==> config.mk <==
export PLATFORM = sky130hd
export DESIGN_NAME = mem_ctrl
export DESIGN_NICKNAME = d
export VERILOG_FILES = /design/src/rtl/mem_ctrl.sv
export SDC_FILE = /design/constraint.sdc
export NUM_CORES = 1
export LEC_CHECK = 0
export BUFFER_PORTS_ARGS = -buffer_cell sky130_fd_sc_hd__clkbuf_2
export CAP_MARGIN = 20
export CELL_PAD_IN_SITES_DETAIL_PLACEMENT = 2
export CELL_PAD_IN_SITES_GLOBAL_PLACEMENT = 2
export CORE_ASPECT_RATIO = 0.8
export CORE_MARGIN = 2
export CORE_UTILIZATION = 34
export DETAILED_ROUTE_END_ITERATION = 8
export PLACE_DENSITY = 0.84
export RECOVER_POWER = 25
export SLEW_MARGIN = 15
export SYNTH_ARGS = -nofsm -noshare
export SYNTH_HDL_FRONTEND = slang
export SYNTH_SLANG_ARGS = --single-unit
==> constraint.sdc <==
create_clock -name clk_in -period 3.9 [get_ports clk_in]
set_clock_uncertainty 0.1 [all_clocks]
set_input_delay 0.39 -clock clk_in [delete_from_list [all_inputs] [get_ports clk_in]]
set_output_delay 0.39 -clock clk_in [all_outputs]
set_load 0.01 [all_outputs]
==> src/rtl/mem_ctrl.sv <==
// mem_ctrl: byte-serial memory controller.
// Responds to the I-cache block-fetch handshake and the load/store-buffer
// data handshake, and owns the 8-bit unified RAM/IO bus. One transaction at
// a time; the LSB takes priority over the I-cache.
//
// Ports:
//   clk_in, rst_in (sync, active-low), rdy_in (low = hold everything)
//   mem_din / mem_dout / mem_a / mem_wr       : byte bus to RAM/IO
//   io_buffer_full                            : IO output buffer full
//   IC2MC_en / IC2MC_addr                     : block request (level)
//   MC2IC_en / MC2IC_block                    : block response pulse + data
//   LSB2MC_en/_wr/_len/_addr/_data            : load/store request (level)
//   MC2LSB_en / MC2LSB_data                   : done pulse + load data
//   ROB2MC_pre_judge                          : low = misprediction flush
//
// state    | meaning
// IDLE     | sample requests (LSB first, then I-cache)
// IC_READ  | reading NB bytes of an instruction block
// LS_READ  | reading n bytes of a load
// LS_WRITE | writing n bytes of a store
// RESP     | response pulse high; ignore stale request levels
module mem_ctrl #(
    parameter int ADDR_WIDTH  = 32,
    parameter int BLOCK_WIDTH = 1,
    parameter int BLOCK_SIZE  = 1 << BLOCK_WIDTH
) (
    input  logic                    clk_in,
    input  logic                    rst_in,
    input  logic                    rdy_in,
    input  logic [7:0]              mem_din,
    output logic [7:0]              mem_dout,
    output logic [ADDR_WIDTH-1:0]   mem_a,
    output logic                    mem_wr,
    input  logic                    io_buffer_full,
    input  logic                    IC2MC_en,
    input  logic [ADDR_WIDTH-1:0]   IC2MC_addr,
    output logic                    MC2IC_en,
    output logic [32*BLOCK_SIZE-1:0] MC2IC_block,
    input  logic                    LSB2MC_en,
    input  logic                    LSB2MC_wr,
    input  logic [1:0]              LSB2MC_len,
    input  logic [ADDR_WIDTH-1:0]   LSB2MC_addr,
    input  logic [31:0]             LSB2MC_data,
    output logic                    MC2LSB_en,
    output logic [31:0]             MC2LSB_data,
    input  logic                    ROB2MC_pre_judge
);
    localparam int NB    = 4 * BLOCK_SIZE;
    localparam int BW    = 32 * BLOCK_SIZE;
    localparam int CNT_W = BLOCK_WIDTH + 3;
    localparam logic [CNT_W-1:0] CNT_LAST = CNT_W'(NB - 1);

    typedef enum logic [2:0] {IDLE, IC_READ, LS_READ, LS_WRITE, RESP} state_t;

    state_t                 state_q, state_d;
    logic [CNT_W-1:0]       cnt_q, cnt_d, cnt_inc;
    logic [ADDR_WIDTH-1:0]  base_q, base_d, mem_a_d;
    logic [2:0]             n_q, n_d, req_n;
    logic [31:0]            wdata_q, wdata_d;
    logic [BW-1:0]          buf_q, buf_d, buf_fill;
    logic [7:0]             mem_dout_d;
    logic                   mem_wr_d, ic_en_d, lsb_en_d;
    logic [BW-1:0]          ic_block_d;
    logic [31:0]            lsb_data_d;
    logic                   store_blocked;

    assign cnt_inc = cnt_q + 1'b1;

    // A store to IO space must wait for room in the IO buffer.
    assign store_blocked = LSB2MC_wr && (LSB2MC_addr[17:16] == 2'b11) && io_buffer_full;

    always_comb begin
        case (LSB2MC_len)
            2'd0:    req_n = 3'd1;
            2'd1:    req_n = 3'd2;
            default: req_n = 3'd4;
        endcase
    end

    // Working buffer with the current RAM byte dropped into slot cnt.
    always_comb begin
        buf_fill = buf_q;
        buf_fill[{cnt_q, 3'b000} +: 8] = mem_din;
    end

    always_comb begin
        state_d    = state_q;
        cnt_d      = cnt_q;
        base_d     = base_q;
        n_d        = n_q;
        wdata_d    = wdata_q;
        buf_d      = buf_q;
        mem_a_d    = mem_a;
        mem_dout_d = mem_dout;
        mem_wr_d   = mem_wr;
        ic_en_d    = MC2IC_en;
        lsb_en_d   = MC2LSB_en;
        ic_block_d = MC2IC_block;
        lsb_data_d = MC2LSB_data;

        // A flush kills a load even while the bus is stalled.
        if (!ROB2MC_pre_judge && state_q == LS_READ) begin
            state_d = IDLE;
            cnt_d   = '0;
            mem_a_d = '0;
        end else if (rdy_in) begin
            case (state_q)
                IDLE: begin
                    if (ROB2MC_pre_judge) begin
                        if (LSB2MC_en) begin
                            // A blocked store keeps the bus; the I-cache waits too.
                            if (!store_blocked) begin
                                base_d  = LSB2MC_addr;
                                n_d     = req_n;
                                wdata_d = LSB2MC_data;
                                buf_d   = '0;
                                mem_a_d = LSB2MC_addr;
                                if (LSB2MC_wr) begin
                                    state_d    = LS_WRITE;
                                    mem_wr_d   = 1'b1;
                                    mem_dout_d = LSB2MC_data[7:0];
                                    cnt_d      = CNT_W'(1);
                                end else begin
                                    state_d = LS_READ;
                                    cnt_d   = '0;
                                end
                            end
                        end else if (IC2MC_en) begin
                            state_d = IC_READ;
                            base_d  = IC2MC_addr;
                            buf_d   = '0;
                            mem_a_d = IC2MC_addr;
                            cnt_d   = '0;
                        end
                    end
                end
                IC_READ: begin
                    buf_d = buf_fill;
                    if (cnt_q == CNT_LAST) begin
                        ic_block_d = buf_fill;
                        ic_en_d    = 1'b1;
                        state_d    = RESP;
                        cnt_d      = '0;
                        mem_a_d    = '0;
                    end else begin
                        cnt_d   = cnt_inc;
                        mem_a_d = base_q + ADDR_WIDTH'(cnt_inc);
                    end
                end
                LS_READ: begin
                    buf_d = buf_fill;
                    if (cnt_inc == CNT_W'(n_q)) begin
                        lsb_data_d = buf_fill[31:0];
                        lsb_en_d   = 1'b1;
                        state_d    = RESP;
                        cnt_d      = '0;
                        mem_a_d    = '0;
                    end else begin
                        cnt_d   = cnt_inc;
                        mem_a_d = base_q + ADDR_WIDTH'(cnt_inc);
                    end
                end
                LS_WRITE: begin
                    if (cnt_q == CNT_W'(n_q)) begin
                        mem_wr_d   = 1'b0;
                        mem_a_d    = '0;
                        mem_dout_d = '0;
                        lsb_en_d   = 1'b1;
                        state_d    = RESP;
                        cnt_d      = '0;
                    end else begin
                        mem_a_d    = base_q + ADDR_WIDTH'(cnt_q);
                        mem_dout_d = wdata_q[{cnt_q[1:0], 3'b000} +: 8];
                        cnt_d      = cnt_inc;
                    end
                end
                RESP: begin
                    ic_en_d  = 1'b0;
                    lsb_en_d = 1'b0;
                    state_d  = IDLE;
                end
                default: state_d = IDLE;
            endcase
        end
    end

    always_ff @(posedge clk_in) begin
        if (!rst_in) begin
            state_q     <= IDLE;
            cnt_q       <= '0;
            base_q      <= '0;
            n_q         <= '0;
            wdata_q     <= '0;
            buf_q       <= '0;
            mem_a       <= '0;
            mem_dout    <= '0;
            mem_wr      <= 1'b0;
            MC2IC_en    <= 1'b0;
            MC2LSB_en   <= 1'b0;
            MC2IC_block <= '0;
            MC2LSB_data <= '0;
        end else begin
            state_q     <= state_d;
            cnt_q       <= cnt_d;
            base_q      <= base_d;
            n_q         <= n_d;
            wdata_q     <= wdata_d;
            buf_q       <= buf_d;
            mem_a       <= mem_a_d;
            mem_dout    <= mem_dout_d;
            mem_wr      <= mem_wr_d;
            MC2IC_en    <= ic_en_d;
            MC2LSB_en   <= lsb_en_d;
            MC2IC_block <= ic_block_d;
            MC2LSB_data <= lsb_data_d;
        end
    end
endmodule

==> summary.md <==
| Metric | Value |
|---|---|
| Status | completed |
| Layout area overhead | 20.6% |
| Vias in the first global route | 13500 |
| Maximum clock insertion buffer count | 3 |
| Via-to-Cell Ratio | 5.58 |
| Largest net degree at the start of global routing | 106 |
| Count of pins over their slew limit | 0 |
| Final Cycle Share | 92.0% |
| Worst hold stages | 3 |
| Cell class contributing the biggest share of worst-path delay | compound AO/OA/AOI/OAI gates |
| Synth unique cells | 71 |
| Sequential share of the synthesized area | 41.0% |
| Reg power frac | 42.0% |
| DRT Pass-1 Iters | 5 |
| Async S/R FF share, synth | 0% |
| Hold Startpoint | LSB2MC_data[27] |
| P_leak | 7.31 nW |
| Post-cts hold buffer count | 0 |
| Cells along the critical path | inv_1 -> ha_1 -> fa_1 -> a21o_1 -> a21oi_1 -> buf_4 -> o22ai_1 -> a31oi_4 -> nand3b_1 -> o22ai_1 -> a31o_2 |
| Launch point of the worst reg-to-reg path | cnt_q[0] |
| Area leader, netlist | dfxtp_1 |
| Number of synthesized register bits | 277 |
| Clock share of power | 46.1% |
| Syn Nets | 1648 |
| Worst-Margin Slew | 1110 ps |
| Dpl cells | 2227 |
| Die Y-Extent | 182 um |
| Setup tns final | 0 ps |
| Switching share of power | 27.3% |
| Post-synth EDFFs | 0 |
| H-tree depth | 2 |
| Clock root cell | clkbuf_16 |
| Gate power share | 11.9% |
| Setup crit start | cnt_q[0] |
| Post-route DRC | 0 |
| Maximum VDD drop | 191 uV |
| Ys flop type | dfxtp_1 |
| Final Critical Period | 3590 ps |
| Post-Syn Instances | 1518 |
| Die Area | 0.0414 mm^2 |
| Hold Path Class | in -> reg |
| All-Layer GR Usage | 25.3% |
| Avg Inst Size Synth | 8.91 um^2 |
| Levels on crit path | 11 |
| Crit path largest cell delay | 600 ps |
| Finish-stage setup viols | 0 |
| Final Hold Slack | 15.6 ps |
| Synthesized area | 0.0135 mm^2 |
| Power Density | 442 mW/mm^2 |
| Critical path type | reg -> reg |
| Clock Pin Slew Worst Setup and Hold Paths | 60 ps |
| HPWL Detailed | 38.0 mm |
| Grt ovf | 0 |
| Unrepaired setup endpoints after global routing | no |
| Ys Warns | 0 |
| Final core occ | 41.5% |
| Sink Count | 277 |
| PortBufs | 252 |
| CP endpoint kind | register |
| Relative slew slack | 26.1% |
| Antenna violations before repair | 2 |
| Die width | 227 um |
| GP Congestion | 0.913 |
| Core area | 0.0393 mm^2 |
| Arrival time at the worst endpoint | 3890 ps |
| Share of cells above drive strength 1 | 16.7% |
| Crit Path Max Fanout | 12 |
| Post-route ant nets | 0 |
| Peak Freq | 0.279 GHz |
| Top cells by area, synth | dfxtp_1 (41%), o211a_1 (7.0%), nand2_1 (6.8%) |
| Worst skew pair latency | 520 ps |
| Critical path launch point type | register |
| Synth top area share | 41.0% |
| Top Ports | 253 |
| CTS Buf Count | 34 |
| CP Data Required Time | 4200 ps |
| Post-DR wirelength/cell | 23.3 um |
| CTS tree | done |
| Worst reg2reg path depth | 11 |
| Worst-path cell with the longest stage delay | dfxtp_1 |
| FP Rows | 65 |
| Fin cells | 2287 |
| CP most frequent cell | o22ai_1 |
| Internal power | 5.25 mW |
| Initial DRC Count | 712 |
| Hold Violations, Final | 0 |
| Via count | 12800 |
| WL final | 53.3 mm |
| Initial Utilization | 34.4% |
| Maxcap violations | 0 |
| Global-route wire length before repair | 81.5 mm |
| Post-layout nets | 1857 |
| CP bufs+invs | 2 |
| Psw | 1.97 mW |
==> Yosys cell counts, drive strengths merged (3+ instances only) <==
master   instances
and3             9
clkbuf          77
inv             13
a221oi          20
a311o            3
o211a           95
and2            33
nor3b            9
or2              5
mux4             8
a22oi           33
xnor2           11
o22ai           11
a21oi           40
nand3           24
and4             6
a31oi            8
xor2            21
o2bb2ai         10
o21a             3
nor4             3
nor2b           67
o211ai          17
nor3            25
or4              3
mux2            27
buf             35
a21o             6
nand2          247
o21ai           80
dfxtp          277
a21boi          41
ha              14
o221ai           5
a211oi           4
nand4           10
mux2i           87
nor2            93
nand2b          10
==> per-stage QoR <==
stage | power, mW | setup WS, ps | cell area (um^2)
CTS | 7.27 | 231 | 16400
global placement | 3.90 | 512 | 15300
detailed placement | 3.94 | 283 | 15300
floorplan | 3.57 | 422 | 13500
global route | 7.48 | 144 | 16300
finish | 7.22 | 312 | 16300
==> logic make-up (layout without fill, tap and decap cells) <==
| kind of cell | count (synthesis) | after routing | synth area share, % |
|---|---|---|---|
| DFF | 277 | 277 | 41.0 |
| muxes | 122 | 122 | 10.0 |
| adders and majority gates | 16 | 16 | 1.59 |
| buffers and inverters | 126 | 358 | 3.88 |
| other | 0 | 1 | 0 |
| AOI/OAI and AO/OA | 393 | 393 | 22.0 |
| and+or+nand+nor | 552 | 552 | 19.4 |
| xor gates and xnor gates | 32 | 32 | 2.13 |
==> flip-flops by register name, summed over array words and instances (netlist names) <==
signal and count:
MC2IC_block 64, MC2IC_en 1, MC2LSB_data 32, MC2LSB_en 1, base_q 32, buf_q 64
cnt_q 4, mem_a 32, mem_dout 8, mem_wr 1, n_q 3, state_q 3
wdata_q 32
==> power by group through the flow <==
stage	Sequential (mW)	Clock (mW)	Combinational [mW]
2_1_floorplan	3.06	0	0.515
4_1_cts	3.03	3.38	0.863
5_1_grt	3.04	3.51	0.928
6_report	3.03	3.33	0.858
3_3_place_gp	3.08	0	0.820
3_5_place_dp	3.09	0	0.851
==> area by class of cell <==
cell class	count	area, um^2
repair buffers	285	1400
inverters	14	52.6
flip-flops and latches	277	5550
clock buffers	48	985
well taps	536	671
multi-input cells	1115	7490
clock inverters	11	166
diodes	1	2.50
fillers	4394	23000
==> per-layer routing <==
| metal | part of all wire (%) | track usage (%) | wire [um] |
|---|---|---|---|
| met4 | 2.0 | 6.01 | 1070 |
| met5 | 0.019 | 0 | 10 |
| met1 | 47 | 34.8 | 25000 |
| met3 | 5.8 | 5.06 | 3070 |
| met2 | 45 | 40.5 | 24200 |
==> worst paths after layout <==
check | to | slack (ps)
setup / recovery | mem_a[8] | 310
hold / removal | wdata_q[27] | 20
hold reg to reg | wdata_q[27] | 370
setup reg to reg | mem_a[8] | 310
==> layout by cell type (no fill, tap or decap), drive strengths merged, types with 27 or more instances in the layout <==
| master | count |
|---|---|
| clkbuf | 299 |
| dfxtp | 277 |
| nand2 | 247 |
| o211a | 95 |
| nor2 | 93 |
| mux2i | 87 |
| o21ai | 80 |
| nor2b | 67 |
| a21boi | 41 |
| a21oi | 40 |
| buf | 34 |
| a22oi | 33 |
| and2 | 33 |
| mux2 | 27 |
==> tightest hold or removal path, stage by stage <==
cell and delay (ps):
clkbuf_2 80, nand2_1 40, a21boi_0 60
==> what timing repair did <==
| item | in CTS | in global routing |
|---|---|---|
| buffers inserted | 0 | 0 |
| resized for setup | 0 | 1 |
| endpoints found under the setup margin | 0 | 2 |
(Power assumes the default switching activity.)
